===== src/rtl/codec_job_scheduler_pkg.sv =====
// -----------------------------------------------------------------------------
// codec_job_scheduler_pkg
// Shared constants and types for the codec job scheduler:
//   - codec mode encodings driven on codec_mode
//   - requester op encodings carried on req_op
//   - scheduler FSM state enum
//   - op_to_mode(): maps a requester op to the codec mode that serves it
// -----------------------------------------------------------------------------
package codec_job_scheduler_pkg;

  localparam logic [2:0] MODE_IDLE   = 3'b000;
  localparam logic [2:0] MODE_ENCODE = 3'b001;
  localparam logic [2:0] MODE_DECODE = 3'b010;

  localparam logic OP_ENCODE = 1'b0;
  localparam logic OP_DECODE = 1'b1;

  typedef enum logic [2:0] {
    ST_IDLE,
    ST_ISSUE,
    ST_WAIT,
    ST_RESP,
    ST_GAP
  } state_e;

  function automatic logic [2:0] op_to_mode(input logic op);
    return (op == OP_DECODE) ? MODE_DECODE : MODE_ENCODE;
  endfunction

endpackage


===== src/rtl/codec_job_scheduler_if.sv =====
// -----------------------------------------------------------------------------
// codec_job_scheduler_if
// Bundles the requester, codec and response signals of the scheduler.
//   req_valid/req_op/req_data/req_ready : two requesters, valid/ready accept
//   codec_mode/codec_data_in            : scheduler -> codec
//   codec_data_out/codec_done           : codec -> scheduler
//   rsp_valid/rsp_ready/rsp_id/rsp_err/rsp_data : result back to the consumer
// Modports:
//   slave  : the scheduler's view
//   master : the surrounding system (requesters, codec, consumer)
// -----------------------------------------------------------------------------
interface codec_job_scheduler_if #(
  parameter int N = 64
);
  logic [1:0]     req_valid;
  logic [1:0]     req_op;
  logic [2*N-1:0] req_data;
  logic [1:0]     req_ready;

  logic [2:0]     codec_mode;
  logic [N-1:0]   codec_data_in;
  logic [N-1:0]   codec_data_out;
  logic           codec_done;

  logic           rsp_valid;
  logic           rsp_ready;
  logic           rsp_id;
  logic           rsp_err;
  logic [N-1:0]   rsp_data;

  modport slave (
    input  req_valid, req_op, req_data, codec_data_out, codec_done, rsp_ready,
    output req_ready, codec_mode, codec_data_in, rsp_valid, rsp_id, rsp_err, rsp_data
  );

  modport master (
    output req_valid, req_op, req_data, codec_data_out, codec_done, rsp_ready,
    input  req_ready, codec_mode, codec_data_in, rsp_valid, rsp_id, rsp_err, rsp_data
  );

endinterface


===== src/rtl/codec_job_scheduler_rr_arbiter2.sv =====
// -----------------------------------------------------------------------------
// codec_job_scheduler_rr_arbiter2
// Two-way round-robin arbiter.
//   clk, rst : clock, asynchronous active-high reset
//   req      : request per requester
//   advance  : the current grant is being taken; update the priority pointer
//   gnt      : one-hot grant (all zero when nothing requests)
// The pointer always moves to favour the requester that was not granted, so a
// lone requester also hands priority to the other side.
// -----------------------------------------------------------------------------
module codec_job_scheduler_rr_arbiter2 (
  input  logic       clk,
  input  logic       rst,
  input  logic [1:0] req,
  input  logic       advance,
  output logic [1:0] gnt
);

  logic ptr;  // requester currently favoured on contention

  // NOTE: always_comb assigns a default first so no path leaves gnt unassigned
  // and a latch cannot be inferred.
  always_comb begin
    gnt = req;
    if (req == 2'b11) gnt = ptr ? 2'b10 : 2'b01;
  end

  // NOTE: state registers use non-blocking assignments so every flop samples
  // values from before the clock edge, independent of statement order.
  always_ff @(posedge clk or posedge rst) begin
    if (rst) begin
      ptr <= 1'b0;
    end else if (advance) begin
      ptr <= gnt[0];  // granted 0 -> favour 1 next, granted 1 -> favour 0
    end
  end

endmodule


===== src/rtl/codec_job_scheduler.sv =====
// -----------------------------------------------------------------------------
// codec_job_scheduler
// Shares one ENCODE/DECODE codec between two requesters. Jobs are accepted
// over valid/ready with round-robin arbitration, issued to the codec, and the
// result is returned tagged with the requester id. A per-job timer aborts the
// job with rsp_err=1 if the codec never signals done.
//   clk, rst : clock, asynchronous active-high reset
//   bus      : codec_job_scheduler_if.slave (requesters, codec, response)
// Sequence per job: IDLE (grant) -> ISSUE -> WAIT -> RESP -> GAP -> IDLE.
// -----------------------------------------------------------------------------
module codec_job_scheduler
  import codec_job_scheduler_pkg::*;
#(
  parameter int N       = 64,
  parameter int K       = 40,
  parameter int TIMEOUT = 255
) (
  input  logic                  clk,
  input  logic                  rst,
  codec_job_scheduler_if.slave  bus
);

  localparam int TW = $clog2(TIMEOUT + 1);
  localparam logic [TW-1:0] TIMER_MAX  = TW'(TIMEOUT);
  localparam logic [TW-1:0] TIMER_LAST = TW'(TIMEOUT - 1);

  state_e        state;
  logic [1:0]    gnt;
  logic          grant;
  logic          sel;
  logic          job_id;
  logic          job_op;
  logic [TW-1:0] timer;

  assign grant = (state == ST_IDLE) && (|bus.req_valid);
  assign sel   = gnt[1];

  // Accept pulse exists only in IDLE, so no job can be taken while one is in flight.
  assign bus.req_ready = (state == ST_IDLE) ? gnt : 2'b00;

  codec_job_scheduler_rr_arbiter2 u_arb (
    .clk     (clk),
    .rst     (rst),
    .req     (bus.req_valid),
    .advance (grant),
    .gnt     (gnt)
  );

  always_ff @(posedge clk or posedge rst) begin
    if (rst) begin
      state             <= ST_IDLE;
      job_id            <= 1'b0;
      job_op            <= OP_ENCODE;
      timer             <= '0;
      bus.codec_mode    <= MODE_IDLE;
      bus.codec_data_in <= '0;
      bus.rsp_valid     <= 1'b0;
      bus.rsp_id        <= 1'b0;
      bus.rsp_err       <= 1'b0;
      bus.rsp_data      <= '0;
    end else begin
      case (state)
        ST_IDLE: begin
          if (grant) begin
            // Requester inputs are sampled here only; the codec sees them from ISSUE on.
            job_id            <= sel;
            job_op            <= bus.req_op[sel];
            bus.codec_mode    <= op_to_mode(bus.req_op[sel]);
            bus.codec_data_in <= sel ? bus.req_data[2*N-1:N] : bus.req_data[N-1:0];
            state             <= ST_ISSUE;
          end
        end

        ST_ISSUE: begin
          timer <= '0;
          state <= ST_WAIT;
        end

        ST_WAIT: begin
          timer <= (timer == TIMER_MAX) ? timer : timer + 1'b1;
          // done is checked before the timeout so a last-cycle done still succeeds.
          if (bus.codec_done) begin
            bus.rsp_valid  <= 1'b1;
            bus.rsp_err    <= 1'b0;
            bus.rsp_id     <= job_id;
            bus.rsp_data   <= (job_op == OP_DECODE)
                              ? {{(N-K){1'b0}}, bus.codec_data_out[K-1:0]}
                              : bus.codec_data_out;
            bus.codec_mode <= MODE_IDLE;
            state          <= ST_RESP;
          end else if (timer == TIMER_LAST) begin
            // timer holds the count of WAIT cycles already spent, so this is cycle TIMEOUT.
            bus.rsp_valid  <= 1'b1;
            bus.rsp_err    <= 1'b1;
            bus.rsp_id     <= job_id;
            bus.rsp_data   <= '0;
            bus.codec_mode <= MODE_IDLE;
            state          <= ST_RESP;
          end
        end

        ST_RESP: begin
          if (bus.rsp_ready) begin
            bus.rsp_valid <= 1'b0;
            state         <= ST_GAP;
          end
        end

        ST_GAP: begin
          state <= ST_IDLE;
        end

        default: begin
          state <= ST_IDLE;
        end
      endcase
    end
  end

endmodule


===== src/flat_wrapper.sv =====
// flat-port wrapper written by rule: the top's interface ports become plain ports
module codec_job_scheduler_flat import codec_job_scheduler_pkg::*;
#(
  parameter int N       = 64,
  parameter int K       = 40,
  parameter int TIMEOUT = 255
)
  (clk, rst, bus_req_valid, bus_req_op, bus_req_data, bus_codec_data_out, bus_codec_done, bus_rsp_ready, bus_req_ready, bus_codec_mode, bus_codec_data_in, bus_rsp_valid, bus_rsp_id, bus_rsp_err, bus_rsp_data);
  codec_job_scheduler_if #(.N(N)) bus_i ();
  input  logic clk;
  input  logic rst;
  input wire logic [$bits(bus_i.req_valid)-1:0] bus_req_valid;
  input wire logic [$bits(bus_i.req_op)-1:0] bus_req_op;
  input wire logic [$bits(bus_i.req_data)-1:0] bus_req_data;
  input wire logic [$bits(bus_i.codec_data_out)-1:0] bus_codec_data_out;
  input wire logic [$bits(bus_i.codec_done)-1:0] bus_codec_done;
  input wire logic [$bits(bus_i.rsp_ready)-1:0] bus_rsp_ready;
  output wire logic [$bits(bus_i.req_ready)-1:0] bus_req_ready;
  output wire logic [$bits(bus_i.codec_mode)-1:0] bus_codec_mode;
  output wire logic [$bits(bus_i.codec_data_in)-1:0] bus_codec_data_in;
  output wire logic [$bits(bus_i.rsp_valid)-1:0] bus_rsp_valid;
  output wire logic [$bits(bus_i.rsp_id)-1:0] bus_rsp_id;
  output wire logic [$bits(bus_i.rsp_err)-1:0] bus_rsp_err;
  output wire logic [$bits(bus_i.rsp_data)-1:0] bus_rsp_data;
  assign bus_i.req_valid = bus_req_valid;
  assign bus_i.req_op = bus_req_op;
  assign bus_i.req_data = bus_req_data;
  assign bus_i.codec_data_out = bus_codec_data_out;
  assign bus_i.codec_done = bus_codec_done;
  assign bus_i.rsp_ready = bus_rsp_ready;
  assign bus_req_ready = bus_i.req_ready;
  assign bus_codec_mode = bus_i.codec_mode;
  assign bus_codec_data_in = bus_i.codec_data_in;
  assign bus_rsp_valid = bus_i.rsp_valid;
  assign bus_rsp_id = bus_i.rsp_id;
  assign bus_rsp_err = bus_i.rsp_err;
  assign bus_rsp_data = bus_i.rsp_data;
  codec_job_scheduler #(.N(N), .K(K), .TIMEOUT(TIMEOUT)) u_core (.clk(clk), .rst(rst), .bus(bus_i));
endmodule

===== config.mk =====
export PLATFORM = sky130hd
export DESIGN_NAME = codec_job_scheduler_flat
export DESIGN_NICKNAME = d
export VERILOG_FILES = /design/src/rtl/codec_job_scheduler_pkg.sv /design/src/rtl/codec_job_scheduler_if.sv /design/src/rtl/codec_job_scheduler_rr_arbiter2.sv /design/src/rtl/codec_job_scheduler.sv /design/src/flat_wrapper.sv
export SDC_FILE = /design/constraint.sdc
export NUM_CORES = 1
export LEC_CHECK = 0
export ABC_AREA = 1
export CAP_MARGIN = 20
export CORE_MARGIN = 2
export CORE_UTILIZATION = 41
export CTS_BUF_LIST = sky130_fd_sc_hd__clkbuf_8
export DETAILED_ROUTE_END_ITERATION = 8
export GPL_ROUTABILITY_DRIVEN = 1
export GPL_TIMING_DRIVEN = 1
export HOLD_SLACK_MARGIN = 0.15
export PLACE_DENSITY = 0.85
export SYNTH_ARGS = -nofsm -noshare
export SYNTH_HDL_FRONTEND = slang
export SYNTH_SLANG_ARGS = --single-unit

===== constraint.sdc =====
create_clock -name clk -period 6.1 [get_ports clk]
set_clock_uncertainty 0.05 [all_clocks]
set_input_delay 0.915 -clock clk [delete_from_list [all_inputs] [get_ports clk]]
set_output_delay 0.915 -clock clk [all_outputs]
set_load 0.005 [all_outputs]

==> results.md <==
- Status: finished, final reports clean
- Sequential share of the synthesized area: a little under three fifths
- Total net switching power: around 0.0016 W
- Initial core utilization: 42.2%
- Setup ws final: 2280 ps
- Max clock buf depth: 2
- Crit-path max FO: 65
- Drt wl/cell: roughly 16 um
- Initial antenna violation count: 3
- DRT Pass-1 Iters: 5
- Share of cells above drive strength 1: about 4.5%
- Switching Fraction: 35.2%
- Fin nets: about 1,300
- Die ar.: 16,700 um^2
- Hpwl dp: approximately 15,000 um
- LEAKAGE: between 4 and 5 nW
- HP Start: u_core.bus.rsp_data[20]
- Worst VDD drop: 0.238 mV
- Register bit total from synthesis: around 150
- Rel. slew slack: 35.9%
- Reg area: around 3700 um^2
- RePlAce Congestion: slightly above 0.8
- Vias in the first global route: 6,377
- Int Pwr: between 0.002 and 0.003 W
- Syn nets: 966
- Synthesized area: approximately 6400 um^2
- First-pass GRT wire length: between 30,000 and 40,000 um
- Final Setup Violations: 0
- Skew-Pair Late Insertion Delay: 440 ps
- Distinct cells, synth: 24
- Flop-to-flop setup slack: 3720 ps
- Largest net degree at the start of global routing: about 100
- Setup repair bufs after CTS: 0
- Global route total overflow: 0
- Hold Buf Count CTS: 0
- Clk sinks: ~150
- Pwr/cell area: about 450 nW/um^2
- Crit Path Class: input port to primary output
- CP Capture Type: primary output
- Iteration-0 DRC count of the detailed router: between 400 and 500
- Comb power frac: 44.9%
- RSZ-0062 raised after global routing: no
- Slew Limit Fails: 0
- Critical path launch point type: input port
- CTS tree: built
- Root buf cell: clkbuf_8
- Total CTS buffers: 17
- Hold Path Stages: 2
- H-tree depth: 4
- Die height: ~130 um
- Final hold vios: 0
- IO Pins: approximately 340
- Critical Path RT: just over 5000 ps
- Worst-Margin Slew: a little under 1000 ps
- Max Cap Viol: 0
- ANT nets after route: 0
- Worst hold path class: flip-flop to flip-flop
- FF-to-FF Start: u_core.timer[0]
- Filler cells: ~1,200
- Mapped Cells: 764
- Arr. time, crit path: 2850 ps
- Die Span X: 129 um
- Row cnt: 45
- Fin crit share: approximately 63%
- Clock transition at the registers of the reported paths: 80 ps
- Via count: 6,447
- Syn_area_per_cell: roughly 8.4 um^2
- Pre-CTS WS: approximately 2300 ps
- Flop pwr share: between 30% and 40%
- Finished Core Util: between 60% and 70%
- Post-cts resize count: 0
- Power share of the clock group: between 10% and 20%
- DRT Wirelength: 21,100 um
- Setup_tns: 0 ps
- Reg2reg path depth: 9
- Worst Hold Path EP: u_core.bus.rsp_data[20]
- PortBufs: 334
- Vias/cell: slightly below 5
- Aggregate global-route resource usage: about 25%
- DRC viols: 0
- Area Growth Syn to Fin: 59.4%
- Fmax achieved: around 260 MHz
- Synth warn: 0
- Min Clock Period, post-route: 3820 ps
- Reg2reg end: u_core.bus.rsp_data[57]
- Multi-input logic area: 2380 um^2
- Core area: approximately 15,000 um^2
[state kept, by name, indices dropped and copies added (netlist names)]
signal,cells
u_core.bus.rsp_data,64
u_core.bus.rsp_id,1
u_core.u_arb.ptr,1
u_core.bus.rsp_err,1
u_core.state,3
u_core.bus.rsp_valid,1
u_core.job_id,1
u_core.bus.codec_data_in,64
u_core.job_op,1
u_core.timer,8
u_core.bus.codec_mode,2
[cell families after synthesis]
kind of cell / share of synthesized area (%)
other: 0.0582
buffers and inverters: 5.94
AOI/OAI and AO/OA: 13.4
and+or+nand+nor: 23.2
DFF: 57.1
adders and majority gates: 0.388
[cell type report]
| class | instances | share of cell area, % |
|---|---|---|
| clock inverter | 14 | 1.96 |
| sequential | 147 | 35.8 |
| multi-input combinational | 543 | 23.2 |
| tap | 211 | 2.57 |
| timing repair buffer | 341 | 33.1 |
| antenna | 3 | 0.0731 |
| inverter | 23 | 0.890 |
| clock buffer | 18 | 2.41 |
[routing by layer]
layer | share of wire [%] | up-vias | GRT usage (%)
met3 | 11 | 48 | 10.3
met5 | 0.052 | - | 0
li1 | - | 3099 | -
met2 | 48 | 296 | 40.9
met4 | 3.5 | 2 | 12.9
met1 | 38 | 3002 | 28.4
[power groups by stage]
stage | registers, W | clock network [W] | logic (W)
4_1_cts | 0.00167 | 0.000880 | 0.00208
6_report | 0.00167 | 0.000864 | 0.00206
5_1_grt | 0.00172 | 0.000926 | 0.00229
3_3_place_gp | 0.00167 | 0 | 0.00202
2_1_floorplan | 0.00169 | 0 | 0.000886
3_5_place_dp | 0.00168 | 0 | 0.00207
[worst max-delay path by stage]
stage                startpoint                           to  cells after the start
6_report       bus_req_valid[0]             bus_req_ready[1]                      7
4_1_cts        bus_req_valid[0]             bus_req_ready[1]                      7
3_5_place_dp   bus_req_valid[0]             bus_req_ready[1]                      7
5_1_grt        bus_req_valid[0]             bus_req_ready[1]                      7
2_1_floorplan               rst  u_core.bus.codec_data_in[0]                      1
3_3_place_gp   bus_req_valid[0]             bus_req_ready[1]                      7
[Yosys cell counts]
library cell  number  area, um^2
o21ai_1           44         220
inv_2              2        7.51
nor3_1             1        5.00
buf_6              8        90.1
o21ai_0          119         596
nor2_1            71         267
o211ai_1           3        22.5
nor2_2             2        12.5
nor2_4             1        11.3
nand3b_1           1        7.51
buf_4              4        30.0
nand2_1          234         878
ha_1               2        25.0
inv_1             21        78.8
clkbuf_2           4        20.0
dfrtp_1          147        3680
nand2_2            3        18.8
or2_2              1        6.26
buf_2             20         100
o21bai_1           2        15.0
conb_1             1        3.75
a211oi_1           1        7.51
clkbuf_1          15        56.3
nand3_1           57         285
[stage by stage]
stage | instances | hold WS, ps | instance area (um^2) | power (W)
final | 1300 | 423 | 10300 | 0.00459
after global routing | 1299 | 449 | 10300 | 0.00494
after CTS | 1297 | 427 | 10300 | 0.00463
after detailed placement | 1265 | 407 | 9810 | 0.00375
after global placement | 1265 | 403 | 9810 | 0.00369
after floorplan | 764 | 400 | 6440 | 0.00258
[critical path: stages]
cell and delay [ps]:
clkdlybuf4s50_1 500, inv_1 50, nand2_1 60, nand2_2 60, inv_2 680, nor2_1 100
clkdlybuf4s50_1 480
[cell usage in the layout (no fill, tap or decap), types with 4 or more instances in the layout]
cell type,n
o21ai_0,119
nand2_1,234
inv_1,20
buf_4,7
bufinv_16,4
nor2_1,71
clkinv_4,4
o21ai_1,44
dfrtp_1,147
clkdlybuf4s50_1,334
clkbuf_8,18
nand3_1,57
No activity file was read; power rests on OpenSTA's default activity.
